--- src/rtl/latch_ctrl_seq.sv ---
// Sequencer that turns single-cycle commands into timed D/ena/rst/pst waveforms for a DLatch bank.
// Optional LATCH_CTRL_READBACK_EN adds lat_q/rb_err readback checking in DONE.
module latch_ctrl_seq #(
    parameter int unsigned WIDTH     = 8,
    parameter int unsigned SETUP_CYC = 1,
    parameter int unsigned OPEN_CYC  = 2,
    parameter int unsigned HOLD_CYC  = 1
) (
    input  logic             clk,
    input  logic             rst,
    input  logic             cmd_valid,
    output logic             cmd_ready,
    input  logic [1:0]       cmd_op,
    input  logic [WIDTH-1:0] cmd_data,
    output logic [WIDTH-1:0] lat_d,
    output logic             lat_ena,
    output logic             lat_rst,
    output logic             lat_pst,
    output logic             busy,
`ifdef LATCH_CTRL_READBACK_EN
    input  logic [WIDTH-1:0] lat_q,
    output logic             rb_err,
`endif
    output logic             done
);

    localparam int unsigned MAX_SO  = (SETUP_CYC > OPEN_CYC) ? SETUP_CYC : OPEN_CYC;
    localparam int unsigned MAX_CYC = (MAX_SO > HOLD_CYC) ? MAX_SO : HOLD_CYC;
    localparam int unsigned CNT_W   = $clog2(MAX_CYC) + 1;

    localparam logic [1:0] OP_WRITE  = 2'b00;
    localparam logic [1:0] OP_CLEAR  = 2'b01;
    localparam logic [1:0] OP_PRESET = 2'b10;

    typedef enum logic [2:0] {
        S_IDLE  = 3'd0,
        S_SETUP = 3'd1,
        S_OPEN  = 3'd2,
        S_HOLD  = 3'd3,
        S_PULSE = 3'd4,
        S_DONE  = 3'd5
    } state_t;

    state_t             state, state_nxt;
    logic [CNT_W-1:0]   cnt, cnt_nxt;
    logic [1:0]         op_q, op_nxt;
    logic               accept;
    logic [WIDTH-1:0]   lat_d_nxt;
    logic               ena_nxt, rst_nxt, pst_nxt, done_nxt;

    assign cmd_ready = (state == S_IDLE);
    assign busy      = (state != S_IDLE);
    assign accept    = cmd_valid && (state == S_IDLE);

    // State, counter and registered latch-pin outputs; reset holds the bank cleared.
    always_ff @(posedge clk) begin
        if (rst) begin
            state   <= S_IDLE;
            cnt     <= '0;
            op_q    <= OP_WRITE;
            lat_d   <= '0;
            lat_ena <= 1'b0;
            lat_rst <= 1'b1;
            lat_pst <= 1'b0;
            done    <= 1'b0;
        end else begin
            state   <= state_nxt;
            cnt     <= cnt_nxt;
            op_q    <= op_nxt;
            lat_d   <= lat_d_nxt;
            lat_ena <= ena_nxt;
            lat_rst <= rst_nxt;
            lat_pst <= pst_nxt;
            done    <= done_nxt;
        end
    end

    // Next-state and window counter; each timed state is left when cnt reaches zero.
    always_comb begin
        state_nxt = state;
        cnt_nxt   = cnt;
        op_nxt    = op_q;
        case (state)
            S_IDLE: begin
                if (cmd_valid) begin
                    op_nxt = cmd_op;
                    case (cmd_op)
                        OP_WRITE: begin
                            state_nxt = S_SETUP;
                            cnt_nxt   = CNT_W'(SETUP_CYC - 1);
                        end
                        OP_CLEAR, OP_PRESET: begin
                            state_nxt = S_PULSE;
                            cnt_nxt   = CNT_W'(OPEN_CYC - 1);
                        end
                        default: state_nxt = S_DONE;
                    endcase
                end
            end
            S_SETUP: begin
                if (cnt == '0) begin
                    state_nxt = S_OPEN;
                    cnt_nxt   = CNT_W'(OPEN_CYC - 1);
                end else begin
                    cnt_nxt = cnt - CNT_W'(1);
                end
            end
            S_OPEN: begin
                if (cnt == '0) begin
                    state_nxt = S_HOLD;
                    cnt_nxt   = CNT_W'(HOLD_CYC - 1);
                end else begin
                    cnt_nxt = cnt - CNT_W'(1);
                end
            end
            S_HOLD, S_PULSE: begin
                if (cnt == '0) begin
                    state_nxt = S_DONE;
                end else begin
                    cnt_nxt = cnt - CNT_W'(1);
                end
            end
            S_DONE:  state_nxt = S_IDLE;
            default: begin
                state_nxt = S_IDLE;
                cnt_nxt   = '0;
            end
        endcase
    end

    // Next output values decoded from the next state so pins move in step with the FSM.
    always_comb begin
        lat_d_nxt = lat_d;
        ena_nxt   = 1'b0;
        rst_nxt   = 1'b0;
        pst_nxt   = 1'b0;
        done_nxt  = 1'b0;
        if (accept && (state_nxt == S_SETUP)) begin
            lat_d_nxt = cmd_data;
        end
        case (state_nxt)
            S_OPEN:  ena_nxt  = 1'b1;
            S_PULSE: begin
                rst_nxt = (op_nxt == OP_CLEAR);
                pst_nxt = (op_nxt == OP_PRESET);
            end
            S_DONE:  done_nxt = 1'b1;
            default: ;
        endcase
    end

`ifdef LATCH_CTRL_READBACK_EN
    logic [WIDTH-1:0] rb_exp;
    logic             rb_chk;

    // Expected bank contents for the command that just completed.
    always_comb begin
        rb_exp = lat_d;
        rb_chk = 1'b1;
        case (op_q)
            OP_WRITE:  rb_exp = lat_d;
            OP_CLEAR:  rb_exp = '0;
            OP_PRESET: rb_exp = '1;
            default:   rb_chk = 1'b0;
        endcase
    end

    // Sticky mismatch flag, captured on the edge leaving DONE.
    always_ff @(posedge clk) begin
        if (rst) begin
            rb_err <= 1'b0;
        end else if (accept) begin
            rb_err <= 1'b0;
        end else if ((state == S_DONE) && rb_chk && (lat_q != rb_exp)) begin
            rb_err <= 1'b1;
        end
    end
`endif

endmodule
--- config.mk ---
export PLATFORM = sky130hd
export DESIGN_NAME = latch_ctrl_seq
export DESIGN_NICKNAME = d
export VERILOG_FILES = /design/src/rtl/latch_ctrl_seq.sv
export SDC_FILE = /design/constraint.sdc
export NUM_CORES = 1
export LEC_CHECK = 0
export CORE_AREA = 2 2 52 54
export DETAILED_ROUTE_END_ITERATION = 10
export DIE_AREA = 0 0 54 56
export PLACE_DENSITY = 0.82
export SLEW_MARGIN = 10
export SYNTH_ARGS = -nofsm -noshare
export SYNTH_HDL_FRONTEND = slang
export SYNTH_SLANG_ARGS = --single-unit
--- constraint.sdc ---
create_clock -name clk -period 1.8 [get_ports clk]
set_input_delay 0.18 -clock clk [delete_from_list [all_inputs] [get_ports clk]]
set_output_delay 0.18 -clock clk [all_outputs]
set_load 0.005 [all_outputs]
==> results by stage <==
Run status:
- The flow ran to the end, and the final reports show no timing, DRC or antenna violations.

Run:
- The tool flagged a number of max-cap violations equal to 0.

Timing:
- The transition time at the pin with the least slew margin is approximately 530 ps.
- The worst setup slack after layout is 131.6 ps.
- Based on the critical path, the design can be clocked at up to 0.5994 GHz.
- The count of final hold-check violations is 0.
- The final max-slew violation count is 0.
- The final cycle utilization of the critical path is between 90 and 100%.
- Setup repair after global routing left no endpoint under its margin.
- The final worst clock skew is roughly 6.4 ps.
- The worst hold slack after final layout is around 450 ps.
- The tightest slew margin relative to the limit is between 60% and 70%.
- The count of final setup violators is 0.
- The final critical delay including setup and external delays is 1668 ps.

Logic synthesis:
- The biggest area consumer among synthesized cells is sky130_fd_sc_hd__dfxtp_1.
- Counting instances in the post-synthesis netlist gives the leading cell types as sky130_fd_sc_hd__dfxtp_1 (19), sky130_fd_sc_hd__nand2b_1 (17), sky130_fd_sc_hd__mux2i_1 (11).
- In the synthesized netlist the dominant register cell turns out to be sky130_fd_sc_hd__dfxtp_1.
- Synthesis instantiated 41 different standard cells from the library.
- Sorting the synthesized cells by area gives the leading types as sky130_fd_sc_hd__dfxtp_1 (33%), sky130_fd_sc_hd__mux2i_1 (9.7%), sky130_fd_sc_hd__nand2b_1 (9.4%).
- After synthesis the netlist holds a flip-flop and latch count of 19.
- The synthesized design contains 0 enable-type register cells.
- The Yosys step of the flow raised 0 warnings.
- Counting every instance in the synthesized netlist gives ~110.
- The share of synthesized area in the top cell type comes to 33.44%.
- The portion of the post-synthesis area used by sequential elements is around a third.
- The fraction of synthesis flops using an asynchronous set or reset pin is 0%.
- The cell with the most instances after synthesis is sky130_fd_sc_hd__dfxtp_1.
- The number of nets in the synthesized netlist is 131.
- The total standard cell area after synthesis is 1137 um^2.
- The average cell area after synthesis is 10.06 um^2.

Global route:
- For this run, global-route usage on met1 was measured as between 20% and 30%.
- Entering global routing, the biggest net connects 26 pins.
- For this run, global-route usage on met3 was measured as under 10%.
- The initial antenna violation count is 0.
- The total global routing overflow is 0.
- The busiest layer in global routing is met2.
- Across every metal layer, demand over resource in global routing totals 16.78%.
- The number of global-route vias before repair is ~890.
- The routing usage on met2 is a little over a quarter.
- The first-pass GRT wire length is 3836 um.

Place:
- The count of buffers from port buffering is 26.
- Before CTS, the worst setup slack after placement is -253.8 ps.
- The detailed placement HPWL is 1699 um.
- The number of placed instances, taps included, is around 170.
- Routability-driven placement finished with a final weighted congestion of around 0.79.

Routing:
- Dividing the detail-routed wire length by the instance count gives between 10 and 15 um.
- Before antenna repair, the detailed router went through 4 iterations.
- In this run the remaining antenna-violating nets after routing total 0.
- In this run, the number of DRC markers left after iteration 0 of detailed routing was 6.
- Using the TritonRoute via totals, the vias-per-cell ratio works out to a little over 5.
- The final route contains roughly 900 vias.
- The final wirelength is between 2000 and 2500 um.
- In the routed design, unresolved DRC markers number 0.

Power:
- After layout, the design draws a total of ~1.8 mW.
- The static leakage power is roughly 0.57 nW.
- The cell-internal power is approximately 1.1 mW.
- The total power density per cell area is around 1200 nW/um^2.
- Net switching is roughly 38% of the power.
- The clock group share of total power is a little under an eighth.
- The fraction of power consumed by sequential logic is between 30% and 40%.
- The switching power summed over all nets is slightly below 0.7 mW.
- The peak ir drop on the vdd network is 0.6963 mV.
- Combinational cells account for a little under three fifths of the total power.

Floorplanning:
- The floorplan row count is 18.
- The floorplan step defined a core boundary enclosing 2432 um^2.
- The die outline width is between 50 and 60 um.
- The vertical extent of the die is between 50 and 60 um.
- For this configuration, the core starts out at a cell density of 46.76%.
- The top-level port count is 27.
- The die covers roughly 3000 um^2.

Layout:
- Of the cells placed in the final design, the portion with a size suffix greater than 1 is 23.97%.
- Summing all multi-input logic gate instances after layout gives about 700 um^2.
- Registers take ~390 um^2.
- For this run, the share of the core covered by cells in the final layout is ~62%.
- After the last flow step, the layout net total stands at 165.
- The fill cell total of the finished layout is 209.
- The non-filler instance count after layout is around 180.
- 0 antenna diodes ended up in the layout.
- The area growth from synthesis to layout is 32.78%.

Setup path:
- The worst setup path is captured at a flip-flop.
- Traced cell by cell, the critical path runs through buf_4, buf_4, or2_1, o22a_4, a2111oi_2.
- On the worst path, the slowest cell contributes a delay of about 370 ps.
- The category of the critical setup timing path is flip-flop to flip-flop.
- The slowest stage cell on the critical path is sky130_fd_sc_hd__dfxtp_4.
- Together, buffers and inverters on the worst path number 2.
- Counting buffers and inverters, the worst setup path is 5 cells deep.
- For the worst setup path, the data required time is 2000 ps.
- The cell family contributing the most delay on the critical path is compound AO/OA/AOI/OAI gates.
- The startpoint kind of the worst setup timing path is a flip-flop.
- The worst-case reg-to-reg path depth is 5.
- For the worst setup path, the data arrival time is about 1900 ps.
- The most used cell along the critical path is sky130_fd_sc_hd__buf_4.
- The top fanout value on the critical path is 8.

Worst hold path:
- Along the worst hold path, the cell count comes to 3.
- The path class of the lowest-slack min-delay path is primary input to flip-flop.

Clock network:
- The H-tree depth reported by CTS is 1.
- The tree is rooted in a sky130_fd_sc_hd__clkbuf_4.
- The count of hold-fix buffers inserted at cts is 0.
- Clock-pin slew was measured on the worst setup and hold paths at ~110 ps.
- The number of buffers added by the clock tree synthesis step is 3.
- The insertion delay to the later sink of the worst-skew pair is 290 ps.
- The CTS sink count is 19.
- TritonCTS built the clock tree.
- The number of buffers on the longest clock path is 2.
metrics by stage:
stage          TNS [ps]  area, um^2
2_1_floorplan         0        1137
3_3_place_gp      -1937        1426
3_5_place_dp      -2879        1426
4_1_cts               0        1480
5_1_grt               0        1510
6_report              0        1510
kinds of logic after synthesis:
family	Yosys count	share of synthesized area, %
and+or+nand+nor	41	26.51
AOI/OAI and AO/OA	22	16.39
DFF	19	33.44
buffers and inverters	13	6.710
muxes	12	10.67
adders and majority gates	5	5.501
xor gates and xnor gates	1	0.7702
worst min-delay path: cells and delay by family:
family	cells	cell delay, ps
and+or+nand+nor	1	70
buffers and inverters	1	400
muxes	1	60
cell usage in the layout, fill, tap and decap left out, types with 2 or more instances in the layout:
cell / count
sky130_fd_sc_hd__dfxtp_4: 3
sky130_fd_sc_hd__inv_1: 5
sky130_fd_sc_hd__nor2_1: 4
sky130_fd_sc_hd__a211oi_1: 5
sky130_fd_sc_hd__nand2b_1: 17
sky130_fd_sc_hd__a21oi_1: 5
sky130_fd_sc_hd__clkbuf_4: 3
sky130_fd_sc_hd__o21ai_0: 3
sky130_fd_sc_hd__o21a_1: 2
sky130_fd_sc_hd__dfxtp_1: 16
sky130_fd_sc_hd__nand2_1: 3
sky130_fd_sc_hd__mux2i_1: 11
sky130_fd_sc_hd__nor3_1: 2
sky130_fd_sc_hd__buf_4: 10
sky130_fd_sc_hd__ha_1: 4
sky130_fd_sc_hd__clkdlybuf4s50_1: 25
flip-flops by register name, indices dropped and copies added (netlist names):
name     flops
op_q         2
lat_d        8
lat_rst      1
lat_pst      1
cnt          2
done         1
lat_ena      1
state        3
cell type report:
type                    count  area share (%)
well taps                  30           2.485
flip-flops and latches     19           25.93
multi-input cells          81           45.90
clock buffers               3           1.491
clock inverters             1          0.3314
repair buffers             36           22.37
inverters                   6           1.491
worst paths after layout:
check,slack [ps],startpoint,endpoint
max,130,state[1]$_SDFF_PP0_,done$_SDFF_PP0_
min,450,cmd_data[7],lat_d[7]$_SDFFE_PP0P_
max reg2reg,130,state[1]$_SDFF_PP0_,done$_SDFF_PP0_
min reg2reg,480,lat_d[0]$_SDFFE_PP0P_,lat_d[0]$_SDFFE_PP0P_
power groups by stage:
| stage | Sequential (mW) | Clock (mW) | Combinational, mW |
|---|---|---|---|
| after floorplan | 0.567 | 0 | 0.751 |
| after global placement | 0.616 | 0 | 0.901 |
| after detailed placement | 0.623 | 0 | 0.922 |
| after CTS | 0.590 | 0.220 | 0.991 |
| after global routing | 0.586 | 0.237 | 1.13 |
| final | 0.578 | 0.208 | 1.02 |
layer usage:
layer  part of all wire (%)  vias up
met5                      0        -
met4                    1.4        0
met3                    5.4        6
met2                     48       30
met1                     45      411
li1                       -      462
repair_timing:
item                       4_1_cts  5_1_grt
pin swaps                        0        1
setup endpoints to repair        2        9
gates cloned                     0        0
buffers inserted                 2        2
gates resized for setup          6        2
hold endpoints to repair         0        0
Power figures use the tool's default switching activity.
